### src/rtl/tpu_host_seq.sv
// Bus-initiator sequencer for the 8x8 systolic TPU: streams A/B/C operands in, fires matmul,
// waits the fixed run length, streams C out. Define TPU_HOST_CLEAR_C_EN to zero C instead of loading it.
module tpu_host_seq #(
    parameter int BITS_AB = 8,
    parameter int BITS_C  = 16,
    parameter int DIM     = 8,
    parameter int ADDRW   = 16,
    parameter int DATAW   = 64,
    parameter int MM_WAIT = 4 * DIM
) (
    input  logic             clk,
    input  logic             rst_n,
    input  logic             start,
    output logic             busy,
    output logic             done,
    input  logic             in_valid,
    output logic             in_ready,
    input  logic [DATAW-1:0] in_data,
    output logic             out_valid,
    input  logic             out_ready,
    output logic [DATAW-1:0] out_data,
    output logic             tpu_r_w,
    output logic [ADDRW-1:0] tpu_addr,
    output logic [DATAW-1:0] tpu_wdata,
    input  logic [DATAW-1:0] tpu_rdata
);

    localparam int RW     = $clog2(DIM);
    localparam int WW     = $clog2(MM_WAIT + 1);
    localparam int HALVES = (DIM * BITS_C) / DATAW;

    localparam logic [ADDRW-1:0] A_BASE     = ADDRW'('h100);
    localparam logic [ADDRW-1:0] B_BASE     = ADDRW'('h200);
    localparam logic [ADDRW-1:0] C_BASE     = ADDRW'('h300);
    localparam logic [ADDRW-1:0] MM_ADDR    = ADDRW'('h400);
    localparam logic [ADDRW-1:0] ROW_STRIDE = ADDRW'((DIM * BITS_AB) / 8);
    localparam logic [ADDRW-1:0] WORD_BYTES = ADDRW'(DATAW / 8);
    localparam logic [ADDRW-1:0] C_STRIDE   = ADDRW'(HALVES * (DATAW / 8));

    localparam logic [2:0] S_IDLE   = 3'd0;
    localparam logic [2:0] S_LOAD_A = 3'd1;
    localparam logic [2:0] S_LOAD_B = 3'd2;
    localparam logic [2:0] S_LOAD_C = 3'd3;
    localparam logic [2:0] S_MATMUL = 3'd4;
    localparam logic [2:0] S_WAIT   = 3'd5;
    localparam logic [2:0] S_READ_C = 3'd6;
    localparam logic [2:0] S_DONE   = 3'd7;

    logic [2:0]    state_q, state_d;
    logic [RW-1:0] row_q, row_d;
    logic          half_q, half_d;
    logic [WW-1:0] wait_q, wait_d;

    logic             row_last;
    logic             c_last;
    logic [ADDRW-1:0] a_addr;
    logic [ADDRW-1:0] b_addr;
    logic [ADDRW-1:0] c_addr;

    assign row_last = (row_q == RW'(DIM - 1));
    assign c_last   = row_last && (half_q == 1'(HALVES - 1));
    assign a_addr   = A_BASE + ADDRW'(row_q) * ROW_STRIDE;
    assign b_addr   = B_BASE + ADDRW'(row_q) * ROW_STRIDE;
    assign c_addr   = C_BASE + ADDRW'(row_q) * C_STRIDE + (half_q ? WORD_BYTES : '0);

    always_comb begin
        state_d   = state_q;
        row_d     = row_q;
        half_d    = half_q;
        wait_d    = wait_q;
        busy      = (state_q != S_IDLE);
        done      = (state_q == S_DONE);
        in_ready  = 1'b0;
        out_valid = 1'b0;
        out_data  = '0;
        tpu_r_w   = 1'b0;
        tpu_addr  = '0;
        tpu_wdata = '0;

        case (state_q)
            S_IDLE: begin
                row_d  = '0;
                half_d = 1'b0;
                wait_d = '0;
                if (start) begin
                    state_d = S_LOAD_A;
                end
            end

            S_LOAD_A, S_LOAD_B: begin
                in_ready = 1'b1;
                // Bus stays idle on bubbles: the TPU's B shifter moves on any B-address cycle.
                if (in_valid) begin
                    tpu_r_w   = 1'b1;
                    tpu_addr  = (state_q == S_LOAD_A) ? a_addr : b_addr;
                    tpu_wdata = in_data;
                    row_d     = row_q + RW'(1);
                    if (row_last) begin
                        row_d   = '0;
                        state_d = (state_q == S_LOAD_A) ? S_LOAD_B : S_LOAD_C;
                    end
                end
            end

            S_LOAD_C: begin
`ifdef TPU_HOST_CLEAR_C_EN
                tpu_r_w   = 1'b1;
                tpu_addr  = c_addr;
                tpu_wdata = '0;
                half_d    = ~half_q;
                if (half_q) begin
                    row_d = row_q + RW'(1);
                end
                if (c_last) begin
                    row_d   = '0;
                    half_d  = 1'b0;
                    state_d = S_MATMUL;
                end
`else
                in_ready = 1'b1;
                if (in_valid) begin
                    tpu_r_w   = 1'b1;
                    tpu_addr  = c_addr;
                    tpu_wdata = in_data;
                    half_d    = ~half_q;
                    if (half_q) begin
                        row_d = row_q + RW'(1);
                    end
                    if (c_last) begin
                        row_d   = '0;
                        half_d  = 1'b0;
                        state_d = S_MATMUL;
                    end
                end
`endif
            end

            S_MATMUL: begin
                tpu_r_w  = 1'b1;
                tpu_addr = MM_ADDR;
                wait_d   = WW'(MM_WAIT);
                state_d  = S_WAIT;
            end

            S_WAIT: begin
                wait_d = wait_q - WW'(1);
                if (wait_q == WW'(1)) begin
                    state_d = S_READ_C;
                end
            end

            S_READ_C: begin
                out_valid = 1'b1;
                tpu_addr  = c_addr;
                out_data  = tpu_rdata;
                if (out_ready) begin
                    half_d = ~half_q;
                    if (half_q) begin
                        row_d = row_q + RW'(1);
                    end
                    if (c_last) begin
                        row_d   = '0;
                        half_d  = 1'b0;
                        state_d = S_DONE;
                    end
                end
            end

            S_DONE: begin
                state_d = S_IDLE;
            end

            default: begin
                state_d = S_IDLE;
            end
        endcase
    end

    always_ff @(posedge clk or negedge rst_n) begin
        if (!rst_n) begin
            state_q <= S_IDLE;
            row_q   <= '0;
            half_q  <= 1'b0;
            wait_q  <= '0;
        end else begin
            state_q <= state_d;
            row_q   <= row_d;
            half_q  <= half_d;
            wait_q  <= wait_d;
        end
    end

endmodule
### config.mk
export PLATFORM = sky130hd
export DESIGN_NAME = tpu_host_seq
export DESIGN_NICKNAME = d
export VERILOG_FILES = /design/src/rtl/tpu_host_seq.sv
export SDC_FILE = /design/constraint.sdc
export NUM_CORES = 1
export LEC_CHECK = 0
export CAP_MARGIN = 10
export CORE_AREA = 2 2 110 112
export CTS_CLUSTER_DIAMETER = 40
export CTS_CLUSTER_SIZE = 10
export DETAILED_ROUTE_END_ITERATION = 10
export DIE_AREA = 0 0 112 114
export GPL_TIMING_DRIVEN = 0
export PLACE_DENSITY = 0.66
export SLEW_MARGIN = 15
export SYNTH_ARGS = -nofsm -noshare
export SYNTH_HDL_FRONTEND = slang
export SYNTH_SLANG_ARGS = --single-unit
### constraint.sdc
create_clock -name clk -period 2.1 [get_ports clk]
set_input_delay 0.42 -clock clk [delete_from_list [all_inputs] [get_ports clk]]
set_output_delay 0.42 -clock clk [all_outputs]
set_load 0.005 [all_outputs]
Word-level counts from Yosys, hierarchy flattened
Index checks and enable logic that the tools add are counted.
{"block": "op_classes", "addsub": 6, "mul": 0, "div": 0, "magnitude_cmp": 0, "eq_ne": 17, "shift": 0, "mux": 34, "bitwise_logic": 1, "reduce_logical": 11}
{"operator": "64-bit two-way mux", "count": 3}
{"operator": "12-bit one-hot mux with 4 select lines", "count": 1}
{"operator": "3-bit two-way mux", "count": 14}
{"operator": "11-bit two-way mux", "count": 2}
{"operator": "3-bit one-hot mux with 7 select lines", "count": 1}
{"operator": "6-bit one-hot mux with 3 select lines", "count": 1}
{"operator": "2-bit inequality test (second input constant)", "count": 8}
{"operator": "3-bit == test (second input constant)", "count": 5}
{"operator": "11-bit by 4-bit adder with 12-bit output", "count": 1}
{"operator": "12-bit two-way mux", "count": 1}
{"operator": "3-bit one-hot mux with 4 select lines", "count": 1}
{"operator": "10-bit by 6-bit adder with 11-bit output (first input constant)", "count": 1}
{"operator": "10-bit by 7-bit adder with 11-bit output (first input constant)", "count": 1}
{"operator": "9-bit by 6-bit adder with 10-bit output (first input constant)", "count": 1}
{"operator": "3-bit nonzero test", "count": 3}
{"operator": "8-bit AND reduction", "count": 1}
{"operator": "1-bit two-way mux", "count": 7}
{"operator": "3-bit by 2-bit == test with 1-bit output (second input constant)", "count": 2}
{"operator": "6-bit by 1-bit == test with 1-bit output (second input constant)", "count": 1}
{"operator": "6-bit by 1-bit subtractor with 6-bit output (second input constant)", "count": 1}
{"operator": "4-bit two-way mux", "count": 1}
{"operator": "4-bit AND reduction", "count": 1}
{"operator": "4-bit nonzero test", "count": 1}
{"operator": "3-bit by 1-bit adder with 3-bit output (second input constant)", "count": 1}
{"operator": "9 further kinds", "count": 9}
{"block": "word_totals", "ff_bits": 13, "latch_bits": 0, "ramBits": 0, "romBits": 0, "inputBits": 133, "out_inout_bits": 149, "elab_cells": 73, "n_memories": 0}

Longest topological paths before layout
{"block": "depth", "ltp_word": 5, "depth_mapped": 6, "ltp_nobuf": 6}

Worst setup path before layout
Ideal clock, no wire load.
{"block": "synth_path", "kind": "register to output", "startpoint": "reg state_q[0]", "endpoint": "out tpu_addr[5]", "arrival_ns": 1.145, "t_required_ns": 1.680, "setup_slack_ns": 0.535, "stages_incl_launch_ff": 7, "path_buffers": 2, "cell_sequence": "dfrtp_1 > buf_4 > buf_4 > mux2i_1 > nor2_1 > a31oi_1 > o21ai_1"}
{"block": "synth_via", "elab_chain_cells": 4, "elab_cells_between_ends": 9, "cone_classes": "eq/ne (5); mux (3); reduce/logical (1)"}
{"element": "from (decl)", "line": "49", "source": "logic [2:0] state_q, state_d;"}
{"element": "from (signal assigned)", "line": "186", "source": "state_q <= state_d;"}
{"element": "3-bit by 1-bit == test with 1-bit output", "line": "80, 95"}
{"element": "11-bit two-way mux", "line": "95", "source": "tpu_addr = (state_q == S_LOAD_A) ? a_addr : b_addr;"}
{"element": "11-bit two-way mux", "line": "93", "source": "if (in_valid) begin"}
{"element": "12-bit one-hot mux with 4 select lines (*)", "line": "80", "source": "case (state_q)"}
{"element": "to (decl)", "line": "23", "source": "output logic [ADDRW-1:0] tpu_addr,"}
Every way passes the cells marked *; elsewhere a longest branch is shown, timed or not.

Worst setup path in the final report
{"block": "layout_path", "startpoint": "reg state_q[0]", "endpoint": "out out_data[52]"}
{"block": "layout_via", "elab_chain_cells": 2}
{"element": "3-bit == test", "line": "80"}
{"element": "64-bit two-way mux", "line": "80"}
{"element": "to (decl)", "line": "21", "source": "output logic [DATAW-1:0] out_data,"}
No other way between the ends.

==> impl_metrics.yaml <==
run_status:
  status: "finished, violations left"
  violations: "setup timing"
timing:
  finalHoldViolations: 0
  finalCritPeriodShare_pct: 106.9
  setup_viol: 13
  rsz0062_at_grt: "yes"
  layout_setup_ws_ns: -0.1439
  finClkSkew_ns: 0.002510
  min_period_ns: 2.244
  slew_viol_final: 0
  relSlewSlack_pct: 56.81
  max_freq_ghz: 0.4457
  worst_pin_slew_ns: 0.6458
  hold_slack_ns: 0.5557
logic_synthesis:
  yosys.area.top_type: "and2_1"
  syn_area_sq_um: 2012
  syn_area_per_cell_sq_um: 7.185
  ys_types: 42
  synthCells: 280
  async_reset_ff_share_pct: 100.0
  synthTopCellsByArea: "and2_1 (40%), dfrtp_1 (16%), mux2i_1 (4.5%), buf_4 (4.5%), buf_2 (3.2%)"
  synth-seq-area-share_pct: 16.17
  synth-edff-count: 0
  yosys.area.top_type_share_pct: 40.11
  yosys_register_bits: 13
  ys.warnings.count: 0
  synth_ff_type: "dfrtp_1"
routing:
  drt-total-wl_mm: 11.75
  route.detailed.drc: 0
  ant_nets: 0
  wl_per_cell_microns: 15.56
  drtIter0Drc: 240
  via_per_inst: 4.187
  first_pass_iters: 5
  vias: 3161
global_route:
  grt_pass1_vias: 2905
  grt_max_degree: 14
  grt_antenna_before_repair: 0
  grt_pass1_wl_mm: 15.93
  grt_usage_pct: 15.48
  overflow: 0
pwr:
  p_switching_uw: 1591
  power_frac_comb_pct: 78.8
  power_frac_clock_pct: 8.7
  p_seq_share_pct: 12.5
  powerDensity_nw_per_um2: 742.8
  p_int_uw: 2654
  leakage_uw: 0.003216
  ir_worst_vdd_uv: 400.4
  switching_share_pct: 37.47
setup_path:
  cp-end-kind: "primary output"
  critPathLaunchType: "register"
  worst_path_max_delay_cell: "clkdlybuf4s50_1"
  worst-path-buf-inv: 4
  worstPathRequired_ns: 1.68
  cpMostUsedCell: "buf_6"
  crit_fanout: 5
  arrival_ns: 1.82
  crit_chain: "buf_6 > nor2_4 > buf_6 > buf_4 > and2_1 > clkdlybuf4s50_1"
  crit_type: "register to primary output"
  cpPeakStageDelay_ns: 0.50
  crit_family: "buffers and inverters"
place:
  port_buffers: 272
  gp_congestion: 0.8135
  place_hpwl_mm: 8.992
  place_area_sq_um: 4949
floorplan:
  die_w_microns: 112
  dieArea_sq_um: 12770
  ios: 282
  dieHeight_microns: 114
  coreArea_sq_um: 11710
  rows: 40
  initial_utilization_pct: 17.18
layout:
  antenna_cells: 0
  final_nets: 746
  final_area_sq_um: 5714
  syn_to_final_growth_pct: 184.0
  layout-drive-gt1-share_pct: 33.72
  fin_util_pct: 48.79
clock_tree:
  cts_tree: "done"
  cts-root-buf: "clkbuf_16"
  cts_hold_buffers: 0
  clock_path_buffers: 2
  clk_latency_ns: 0.24
  numCtsBuffers: 3
  cts.reportedPaths.clkPinSlew_ns: 0.05
  cts_max_level: 1
  clock_sinks: 13
run:
  max-cap-violations: 0
hold_path:
  hold_path.class: "register to register"
## what timing repair did
item	CTS	global route
setup buffers	17	23
gates cloned	1	6
resized for setup	170	324
pin swaps	2	37
endpoints found under the setup margin	140	128
## kinds of logic (layout without fill, tap and decap cells)
| logic type | Yosys count | count (layout) | share of synthesized area [%] |
|---|---|---|---|
| other | 1 | 9 | 0.1864 |
| buffers and inverters | 38 | 358 | 10.57 |
| flip-flops | 13 | 13 | 16.17 |
| multiplexers | 10 | 10 | 5.224 |
| XOR/XNOR | 1 | 1 | 0.4354 |
| AO/OA/AOI/OAI | 39 | 39 | 12.75 |
| AND/OR/NAND/NOR | 174 | 174 | 52.18 |
| adder cells (fa/ha/maj) | 4 | 4 | 2.488 |
## synthesized netlist by cell type (2+ instances only)
cell,instances
nand3_1,2
clkbuf_1,4
nand4_1,2
a21oi_1,6
buf_4,12
and2_1,129
or3_1,3
mux2i_1,9
a31oi_1,3
o22ai_1,2
nor2b_1,2
ha_1,4
a211oi_1,3
buf_2,13
a21o_1,2
nor2_4,2
inv_1,6
nor2_1,10
nor3_1,2
o21ai_0,10
nand3b_1,4
nand2_1,11
nand2b_1,4
dfrtp_1,13
o21ai_1,5
## per-layer routing
metal | vias up | global-route usage, % | share of wire [%]
met3 | 9 | 3.507 | 8.3
met4 | 0 | 2.276 | 0.90
met5 | - | 0 | 0
met2 | 179 | 28.97 | 53
met1 | 1431 | 18.49 | 38
li1 | 1542 | - | -
## metrics by stage
stage	TNS [ns]	setup WS [ns]	cells	power [uW]
after global routing	-2.333	-0.2225	755	4524
final	-0.9247	-0.1439	755	4245
after detailed placement	-50.87	-0.7250	707	3045
after floorplan	0	0.5345	288	1746
after CTS	-6.731	-0.2676	728	3541
after global placement	-49.71	-0.7114	707	3007
## worst min-delay path: cells and delay by family (launching register included)
family | cells | cell delay, ns
and+or+nand+nor | 1 | 0.06
AOI/OAI and AO/OA | 1 | 0.07
DFF | 1 | 0.38
## state kept, by name (all words and copies together) (netlist names)
name     flops
state_q      3
half_q       1
wait_q       6
row_q        3
## path summary, 6_finish.rpt
kind	start	to	slack, ns	depth (start not counted)
max in group asynchronous	rst_n	state_q[2]$_DFFE_PN0P_	1.07	1
min reg2reg	wait_q[3]$_DFFE_PN0P_	wait_q[3]$_DFFE_PN0P_	0.56	2
min in group asynchronous	rst_n	state_q[2]$_DFFE_PN0P_	0.58	1
max	state_q[0]$_DFFE_PN0P_	out_data[52]	-0.14	6
min	wait_q[3]$_DFFE_PN0P_	wait_q[3]$_DFFE_PN0P_	0.56	2
max reg2reg	state_q[1]$_DFFE_PN0P_	row_q[2]$_DFFE_PN0P_	0.40	8
## cell usage in the layout, fill, tap and decap left out, types with 2 or more instances in the layout
cell type        Yosys  layout
clkdlybuf4s15_1      0      17
buf_2               13       3
buf_6                1      76
a31oi_1              3       3
buf_4               12      33
and2_1             129      81
a21oi_1              6       5
ha_1                 4       4
nand3_1              2       2
nor2b_1              2       2
mux2i_1              9       9
nor3_1               2       2
o21ai_0             10       9
and2_4               0      48
dlygate4sd2_1        0      27
nand3b_1             4       4
nor2_4               2       3
clkdlybuf4s50_1      0     132
inv_1                6       6
clkbuf_16            0       3
dlymetal6s2s_1       0      30
dfrtp_1             13      12
nand2b_1             4       4
nand2_1             11      10
a21o_1               2       2
o22ai_1              2       2
o21ai_1              5       6
nor2_1              10       9
buf_8                0       2
clkbuf_2             1      22
nand4_1              2       2
conb_1               1       9
a211oi_1             3       2
or3_1                3       3
## cell type report
type / instances / area, sq um
fillers: 1109 / 5997
well taps: 147 / 183.9
repair buffers: 319 / 3172
plain buffers: 28 / 270.3
flip-flops and latches: 13 / 326.6
multi-input cells: 237 / 1653
clock buffers: 4 / 78.83
inverters: 7 / 30.03
## power by group through the flow
stage	Combinational, uW	Clock, uW	Sequential (uW)
2_1_floorplan	1260	0	482
3_3_place_gp	2500	0	511
3_5_place_dp	2530	0	518
4_1_cts	2650	376	514
5_1_grt	3590	385	547
6_report	3350	370	528
Power figures use the tool's default switching activity.
